===== config.mk =====
export PLATFORM = sky130hd
export DESIGN_NAME = led_pattern_driver
export DESIGN_NICKNAME = d
export VERILOG_FILES = /design/src/rtl/led_pkg.sv /design/src/rtl/led_pattern_driver_tick_edge_sync.sv /design/src/rtl/led_pattern_driver.sv
export SDC_FILE = /design/constraint.sdc
export NUM_CORES = 1
export LEC_CHECK = 0
export ABC_AREA = 0
export CORE_UTILIZATION = 56
export DETAILED_ROUTE_END_ITERATION = 8
export GPL_TIMING_DRIVEN = 0
export HOLD_SLACK_MARGIN = 0.15
export PLACE_DENSITY = 0.79
export SLEW_MARGIN = 20
export SYNTH_ARGS = -nofsm -noshare
export SYNTH_HDL_FRONTEND = slang
export SYNTH_HIERARCHICAL = 1
export SYNTH_SLANG_ARGS = --single-unit

===== constraint.sdc =====
create_clock -name i_CLK -period 2.3 [get_ports i_CLK]
set_input_delay 0.345 -clock i_CLK [delete_from_list [all_inputs] [get_ports i_CLK]]
set_output_delay 0.345 -clock i_CLK [all_outputs]
set_load 0.005 [all_outputs]

===== src/rtl/led_pkg.sv =====
// Shared mode/direction encodings and PWM width for the LED pattern driver.
package led_pkg;

   typedef enum logic [1:0] {
      MODE_BLINK  = 2'd0,
      MODE_WALK   = 2'd1,
      MODE_BOUNCE = 2'd2,
      MODE_COUNT  = 2'd3
   } mode_e;

   typedef enum logic {
      DIR_UP   = 1'b0,
      DIR_DOWN = 1'b1
   } dir_e;

   localparam int PWM_W = 4;

endpackage


===== src/rtl/led_pattern_driver_tick_edge_sync.sv =====
// Synchronises the slow divider toggle into i_CLK and flags its rising edges
// with a one-cycle pulse.
module tick_edge_sync #(
   parameter int SYNC_STAGES = 2
) (
   input  logic i_CLK,
   input  logic i_RST,
   input  logic i_TICK,
   output logic o_RISE
);

   logic [SYNC_STAGES-1:0] sync_q;
   logic                   tick_p_q;

   always_ff @(posedge i_CLK) begin
      if (i_RST) begin
         sync_q   <= '0;
         tick_p_q <= 1'b0;
      end else begin
         sync_q   <= {sync_q[SYNC_STAGES-2:0], i_TICK};
         tick_p_q <= sync_q[SYNC_STAGES-1];
      end
   end

   assign o_RISE = sync_q[SYNC_STAGES-1] & ~tick_p_q;

endmodule


===== src/rtl/led_pattern_driver.sv =====
// Steps one of four LED patterns on each synchronised rising edge of i_TICK.
// Optional PWM dimming via i_DUTY when LED_DIM_EN is defined.
//
//   mode_q       | meaning
//   MODE_BLINK   | all LEDs toggle together each step
//   MODE_WALK    | single lit LED rotates toward MSB, wraps to bit 0
//   MODE_BOUNCE  | single lit LED sweeps up and down, reversing at the ends
//   MODE_COUNT   | LEDs show a binary up-counter
module led_pattern_driver
   import led_pkg::*;
#(
   parameter int N_LEDS      = 8,
   parameter int SYNC_STAGES = 2
) (
   input  logic              i_CLK,
   input  logic              i_RST,
   input  logic              i_TICK,
   input  logic              i_EN,
   input  logic [1:0]        i_MODE,
`ifdef LED_DIM_EN
   input  logic [PWM_W-1:0]  i_DUTY,
`endif
   output logic [N_LEDS-1:0] o_LED,
   output logic              o_STEP
);

   localparam logic [N_LEDS-1:0] LED_SEED = {{(N_LEDS-1){1'b0}}, 1'b1};

   logic              rise;
   logic              step;
   logic              onehot;
   logic              going_up;
   logic [N_LEDS-1:0] led_q, led_d;
   mode_e             mode_q, mode_d;
   dir_e              dir_q, dir_d;
   logic              step_q;

   tick_edge_sync #(
      .SYNC_STAGES(SYNC_STAGES)
   ) u_sync (
      .i_CLK (i_CLK),
      .i_RST (i_RST),
      .i_TICK(i_TICK),
      .o_RISE(rise)
   );

   assign step   = rise & i_EN;
   assign onehot = (led_q != '0) && ((led_q & (led_q - LED_SEED)) == '0);

   always_comb begin
      led_d    = led_q;
      mode_d   = mode_q;
      dir_d    = dir_q;
      going_up = 1'b0;
      if (step) begin
         if (mode_q != mode_e'(i_MODE)) begin
            mode_d = mode_e'(i_MODE);
            dir_d  = DIR_UP;
            led_d  = (mode_e'(i_MODE) == MODE_BLINK) ? '1 : LED_SEED;
         end else begin
            case (mode_q)
               MODE_BLINK: led_d = ~led_q;
               MODE_WALK:  led_d = onehot ? {led_q[N_LEDS-2:0], led_q[N_LEDS-1]} : LED_SEED;
               MODE_BOUNCE: begin
                  if (!onehot) begin
                     led_d = LED_SEED;
                     dir_d = DIR_UP;
                  end else begin
                     // Reverse on the step that leaves an end bit, so it is never held twice.
                     going_up = ((dir_q == DIR_UP) && !led_q[N_LEDS-1]) ||
                                ((dir_q == DIR_DOWN) && led_q[0]);
                     if (going_up) begin
                        led_d = led_q << 1;
                        dir_d = led_d[N_LEDS-1] ? DIR_DOWN : DIR_UP;
                     end else begin
                        led_d = led_q >> 1;
                        dir_d = led_d[0] ? DIR_UP : DIR_DOWN;
                     end
                  end
               end
               MODE_COUNT: led_d = led_q + LED_SEED;
               default:    led_d = led_q;
            endcase
         end
      end
   end

   always_ff @(posedge i_CLK) begin
      if (i_RST) begin
         led_q  <= '0;
         mode_q <= MODE_BLINK;
         dir_q  <= DIR_UP;
         step_q <= 1'b0;
      end else begin
         led_q  <= led_d;
         mode_q <= mode_d;
         dir_q  <= dir_d;
         step_q <= step;
      end
   end

   assign o_STEP = step_q;

`ifdef LED_DIM_EN
   logic [PWM_W-1:0] pwm_cnt_q;

   always_ff @(posedge i_CLK) begin
      if (i_RST) pwm_cnt_q <= '0;
      else       pwm_cnt_q <= pwm_cnt_q + 1'b1;
   end

   assign o_LED = led_q & {N_LEDS{pwm_cnt_q < i_DUTY}};
`else
   assign o_LED = led_q;
`endif

endmodule


## After elaboration in Yosys (flattened, before gate mapping)

Cells that the tools add are included.

- Bitwise gates (word level): 6
- Reductions and logical operators: 12
- Add/subtract/negate cells: 2
- Multiplexer cells: 12
- Eq/ne operators: 4

Operator list:

| cell | number |
|---|---|
| $mux W8 | 5 |
| $pmux W8 S4 | 1 |
| $add A8 B1 Y8 const B | 1 |
| $and A8 B8 Y8 | 1 |
| $logic_not A8 Y1 | 1 |
| $not A8 Y8 | 1 |
| $reduce_bool A8 Y1 | 1 |
| $sub A8 B1 Y8 const B | 1 |
| $mux W1 | 6 |
| $eq A2 B2 Y1 const B | 2 |
| $logic_not A2 Y1 | 2 |
| $reduce_and A2 Y1 | 2 |
| $logic_and A1 B1 Y1 | 3 |
| $and A1 B1 Y1 | 2 |
| $eq A2 B1 Y1 const B | 1 |
| $ne A2 B2 Y1 | 1 |
| $not A1 Y1 | 2 |
| $reduce_bool A2 Y1 | 1 |
| $logic_not A1 Y1 | 1 |
| $logic_or A1 B1 Y1 | 1 |

- Bits in registers: 15
- Output and inout bits: 9

## Longest topological paths before layout

- Depth after elaboration: 7
- Mapped depth: 8
- Mapped depth without buffers: 7

## Hierarchy

Netlist, hierarchy kept.

By module, submodules not included:

| module | instances | seq. area each (um2) | cells each | area each (um2) |
|---|---|---|---|---|
| led_pattern_driver | 1 | 240.2 | 171 | 1,261.2 |
| tick_edge_sync | 1 | 60.1 | 7 | 87.6 |

## Worst setup path before layout

Ideal clock, no wire load.

- Path kind: register to register
- Start point: reg led_q[0] (netlist: o_LED[0])
- End point: reg led_q[4] (netlist: o_LED[4])
- Buffers on the path: 1
- Stages on the path, launching flop included: 9
- Arrival: 1.802 ns
- Period minus slack after synthesis: 1.906 ns
- Setup time: 0.103 ns
- Required time: 2.197 ns
- Setup slack: 0.394 ns
- Cell sequence: dfxtp_1 -> buf_4 -> inv_1 -> ha_1 -> nor2b_1 -> o21ai_0 -> a41oi_2 -> o211ai_1 -> a2111oi_2

- Word-level cells in the longest chain between the ends: 7

Ends and longest elaborated chain:

| element | line | text |
|---|---|---|
| start: declaration | led_pattern_driver.sv:33 | `logic [N_LEDS-1:0] led_q, led_d;` |
| start signal: assignment | led_pattern_driver.sv:95 | `led_q <= led_d;` |
| $sub A8 B1 Y8 | led_pattern_driver.sv:48 | `assign onehot = (led_q != '0) && ((led_q & (led_q - LED_SEED)) == '0);` |
| $and A8 B8 Y8 | led_pattern_driver.sv:48 |  |
| $logic_not A8 Y1 | led_pattern_driver.sv:48 |  |
| $logic_and A1 B1 Y1 | led_pattern_driver.sv:48 |  |
| $mux W8 (on tied branches) | led_pattern_driver.sv:65, led_pattern_driver.sv:63 |  |
| $pmux W8 S4 * | led_pattern_driver.sv:61 | `case (mode_q)` |
| $mux W8 * | led_pattern_driver.sv:56 | `if (mode_q != mode_e'(i_MODE)) begin` |

Every way passes the cells marked *; elsewhere a longest branch is shown, timed or not.
A chain may end at the register's enable or synchronous reset.

## Final worst setup path

- Start point: reg led_q[0] (netlist: o_LED[0])
- End point: reg led_q[7] (netlist: o_LED[7])

The elaborated chain is that of the path after synthesis.

==> flow_summary.json <==
{
  "grt_busiest_layer": "met2",
  "grt_max_degree": 11,
  "max_freq_mhz": 446,
  "setup_viol": 0,
  "tightest_slew_ps": 639,
  "ys_top_cells_by_count": "21 x nand2_1, 16 x nor2_1, 15 x a21oi_1, 15 x dfxtp_1, 8 x nand3_1",
  "drt-vias-per-instance": 6.48,
  "gr-total-overflow": 0,
  "cpMostUsedCell": "buf_4",
  "leakagePower_nw": 0.539,
  "cts.sinks": 15,
  "syn_area_um2": 1350,
  "htree_levels": 1,
  "final_nets": 210,
  "synth.area.top_cells": "dfxtp_1 22%, a2111oi_2 6.7%, nand2_1 5.8%",
  "reg2reg_slack_ps": 60,
  "crit_path_end_kind": "flop",
  "initial_core_util_pct": 60.4,
  "synth_cells": 178,
  "min_to": "u_sync/sync_q[1]",
  "status": "finished clean",
  "num_vias": 1485,
  "ys_seq_area_share_pct": 22.3,
  "wirelength_um": 3680,
  "slowest_delay_ps": 350,
  "firstDrtPassIters": 5,
  "grt_pass1_vias": 1282,
  "r2r_cells": 9,
  "dp_hpwl_um": 2510,
  "cts_buffer_depth": 2,
  "cts-root-buf": "clkbuf_4",
  "met1_usage_pct": 41.7,
  "cpMaxStageDelayCell": "dfxtp_1",
  "synth_fp_nets": 186,
  "synth-edff-count": 0,
  "die_area_um2": 2610,
  "synthFlopType": "dfxtp_1",
  "cp-start-kind": "flop",
  "fin_ws_ps": 59.6,
  "antenna_cells": 0,
  "grtUsageTotal_pct": 30.4,
  "clk_pin_slew_ps": 100,
  "fin_skew_ps": 11.1,
  "use_met3_pct": 2.08,
  "grt_util_met2_pct": 47.4,
  "pin_count": 15,
  "routedWlPerCell_um": 16.1,
  "fp.dieH_um": 51.1,
  "pre_cts_ws_ps": 74.3,
  "critical_path_buf_inv_count": 3,
  "path_cells": "buf_4 > inv_1 > ha_1 > nor2b_2 > a31oi_1 > nor3_4 > buf_4 > nand3_1 > a2111oi_2",
  "portBuffers": 14,
  "period_share_pct": 97.4,
  "rows": 17,
  "slew_viol_final": 0,
  "critical-path-top-delay-family": "simple AND/OR/NAND/NOR gates",
  "timing.hold.ws_ps": 458,
  "final-hold-violation-count": 0,
  "finalCriticalPeriod_ps": 2240,
  "cts_hold_buf": 0,
  "hp-start": "u_sync/sync_q[0]",
  "placedCellCount": 220,
  "r2r_start": "o_LED[0]",
  "cts_inserted_buffers": 3,
  "worstHoldPathCells": 1,
  "antenna_found_initial": 0,
  "finalNonFillerCells": 229,
  "hp-class": "reg2reg",
  "synth_warnings": 6,
  "drive_above_1_share_pct": 19.9,
  "vdd.ir_drop.worst_uv": 352,
  "drt_iter0_drc": 71,
  "drv_cap": 0,
  "grt_pass1_wl_um": 5910,
  "p_per_area_nw_per_um2": 369,
  "synth-seq-cells": 15,
  "worstPathArrival_ps": 2420,
  "p_total_w": 0.000588,
  "synth_top_area_share_pct": 22.3,
  "critPathKind": "reg2reg",
  "syn_avg_cell_area_um2": 7.58,
  "slew_headroom_pct": 57.4,
  "clk_latency_ps": 300,
  "cts_tree": "done",
  "ant_nets": 0,
  "synth_cell_types": 51,
  "syn_to_final_growth_pct": 18.0,
  "synth_area_leader_cell": "dfxtp_1",
  "fill_cells": 192,
  "coreArea_um2": 2230,
  "ys_async_sr_fraction_pct": 0,
  "gp_congestion": 0.969,
  "yosysMostFrequentCell": "nand2_1",
  "cp_max_fo": 10,
  "drc": 0,
  "fp.dieW_um": 51.1,
  "required_ps": 2480,
  "timing.rr.end": "o_LED[7]"
}
[repair_timing]
action                     CTS  global route
setup buffers                0             5
resized for setup            0             1
setup endpoints to repair    0             6
[routing by layer]
layer	share of wire (%)	vias to the layer above
li1	-	694
met1	43	689
met2	46	88
met3	8.5	14
met4	2.5	0
met5	0	-
[cells in the final DEF (no fill, tap or decap), drive strengths merged, types with 2 or more instances in the layout]
master,synthesis,layout
nand2b,4,4
nand3,8,8
or2,2,2
clkbuf,1,4
nor4,2,2
nor2b,7,7
o21ai,10,10
o211ai,2,2
xnor2,4,4
a211o,2,2
nand2,21,21
nor3,5,5
o2bb2ai,2,2
a31oi,6,6
ha,2,2
buf,14,19
inv,5,5
a21oi,15,15
a41oi,2,2
a2111oi,7,7
clkdlybuf4s50,0,14
and2,2,2
nor2,20,20
dfxtp,15,15
xor2,3,3
[cells by family (layout without fill, tap and decap cells)]
group	count (synthesis)	in the layout	synth area share (%)
adders and majority gates	2	2	1.85
xor gates and xnor gates	7	7	4.55
muxes	2	2	1.58
AOI/OAI and AO/OA	57	57	33.1
DFF	15	15	22.3
and+or+nand+nor	75	75	28.8
buffers and inverters	20	43	7.88
[stage by stage]
stage	TNS, ps	util, %	area (um^2)
detailed placement	0	68.2	1520
floorplan	0	-	1350
global route	-40.3	71.3	1590
CTS	0	69.5	1550
finish	0	71.3	1590
global placement	0	68.2	1520
[power by group]
part	total [W]	internal [W]	switching, W	leakage [nW]
clock network	0.000163	0.0000649	0.0000977	0.0177
registers	0.000273	0.000268	0.00000556	0.122
logic	0.000152	0.0000672	0.0000846	0.399
[final cells by class]
cell class	instances	area (um^2)	area share [%]
Buffer	15	87.6	5.50
Clock buffer	3	22.5	1.42
Clock inverter	1	5.00	0.314
Inverter	5	18.8	1.18
Multi-Input combinational cell	143	945	59.4
Sequential cell	15	300	18.9
Tap cell	28	35.0	2.20
Timing Repair Buffer	19	178	11.2
[state kept, by name (all words and copies together) (netlist names)]
| register | cells |
|---|---|
| u_sync/sync_q | 2 |
| o_LED | 8 |
| dir_q | 1 |
| mode_q | 2 |
| o_STEP | 1 |
| u_sync/tick_p_q | 1 |
[worst max path at each step]
stage	startpoint	end	slack [ps]	depth (start not counted)
finish	o_LED[0]	o_LED[7]	60	9
global route	o_LED[0]	o_LED[1]	-30	9
CTS	o_LED[0]	o_LED[4]	50	8
detailed placement	o_LED[0]	o_LED[4]	70	8
global placement	i_MODE[1]	o_LED[7]	100	6
floorplan	o_LED[0]	o_LED[4]	390	8
No activity file was read; power rests on OpenSTA's default activity.
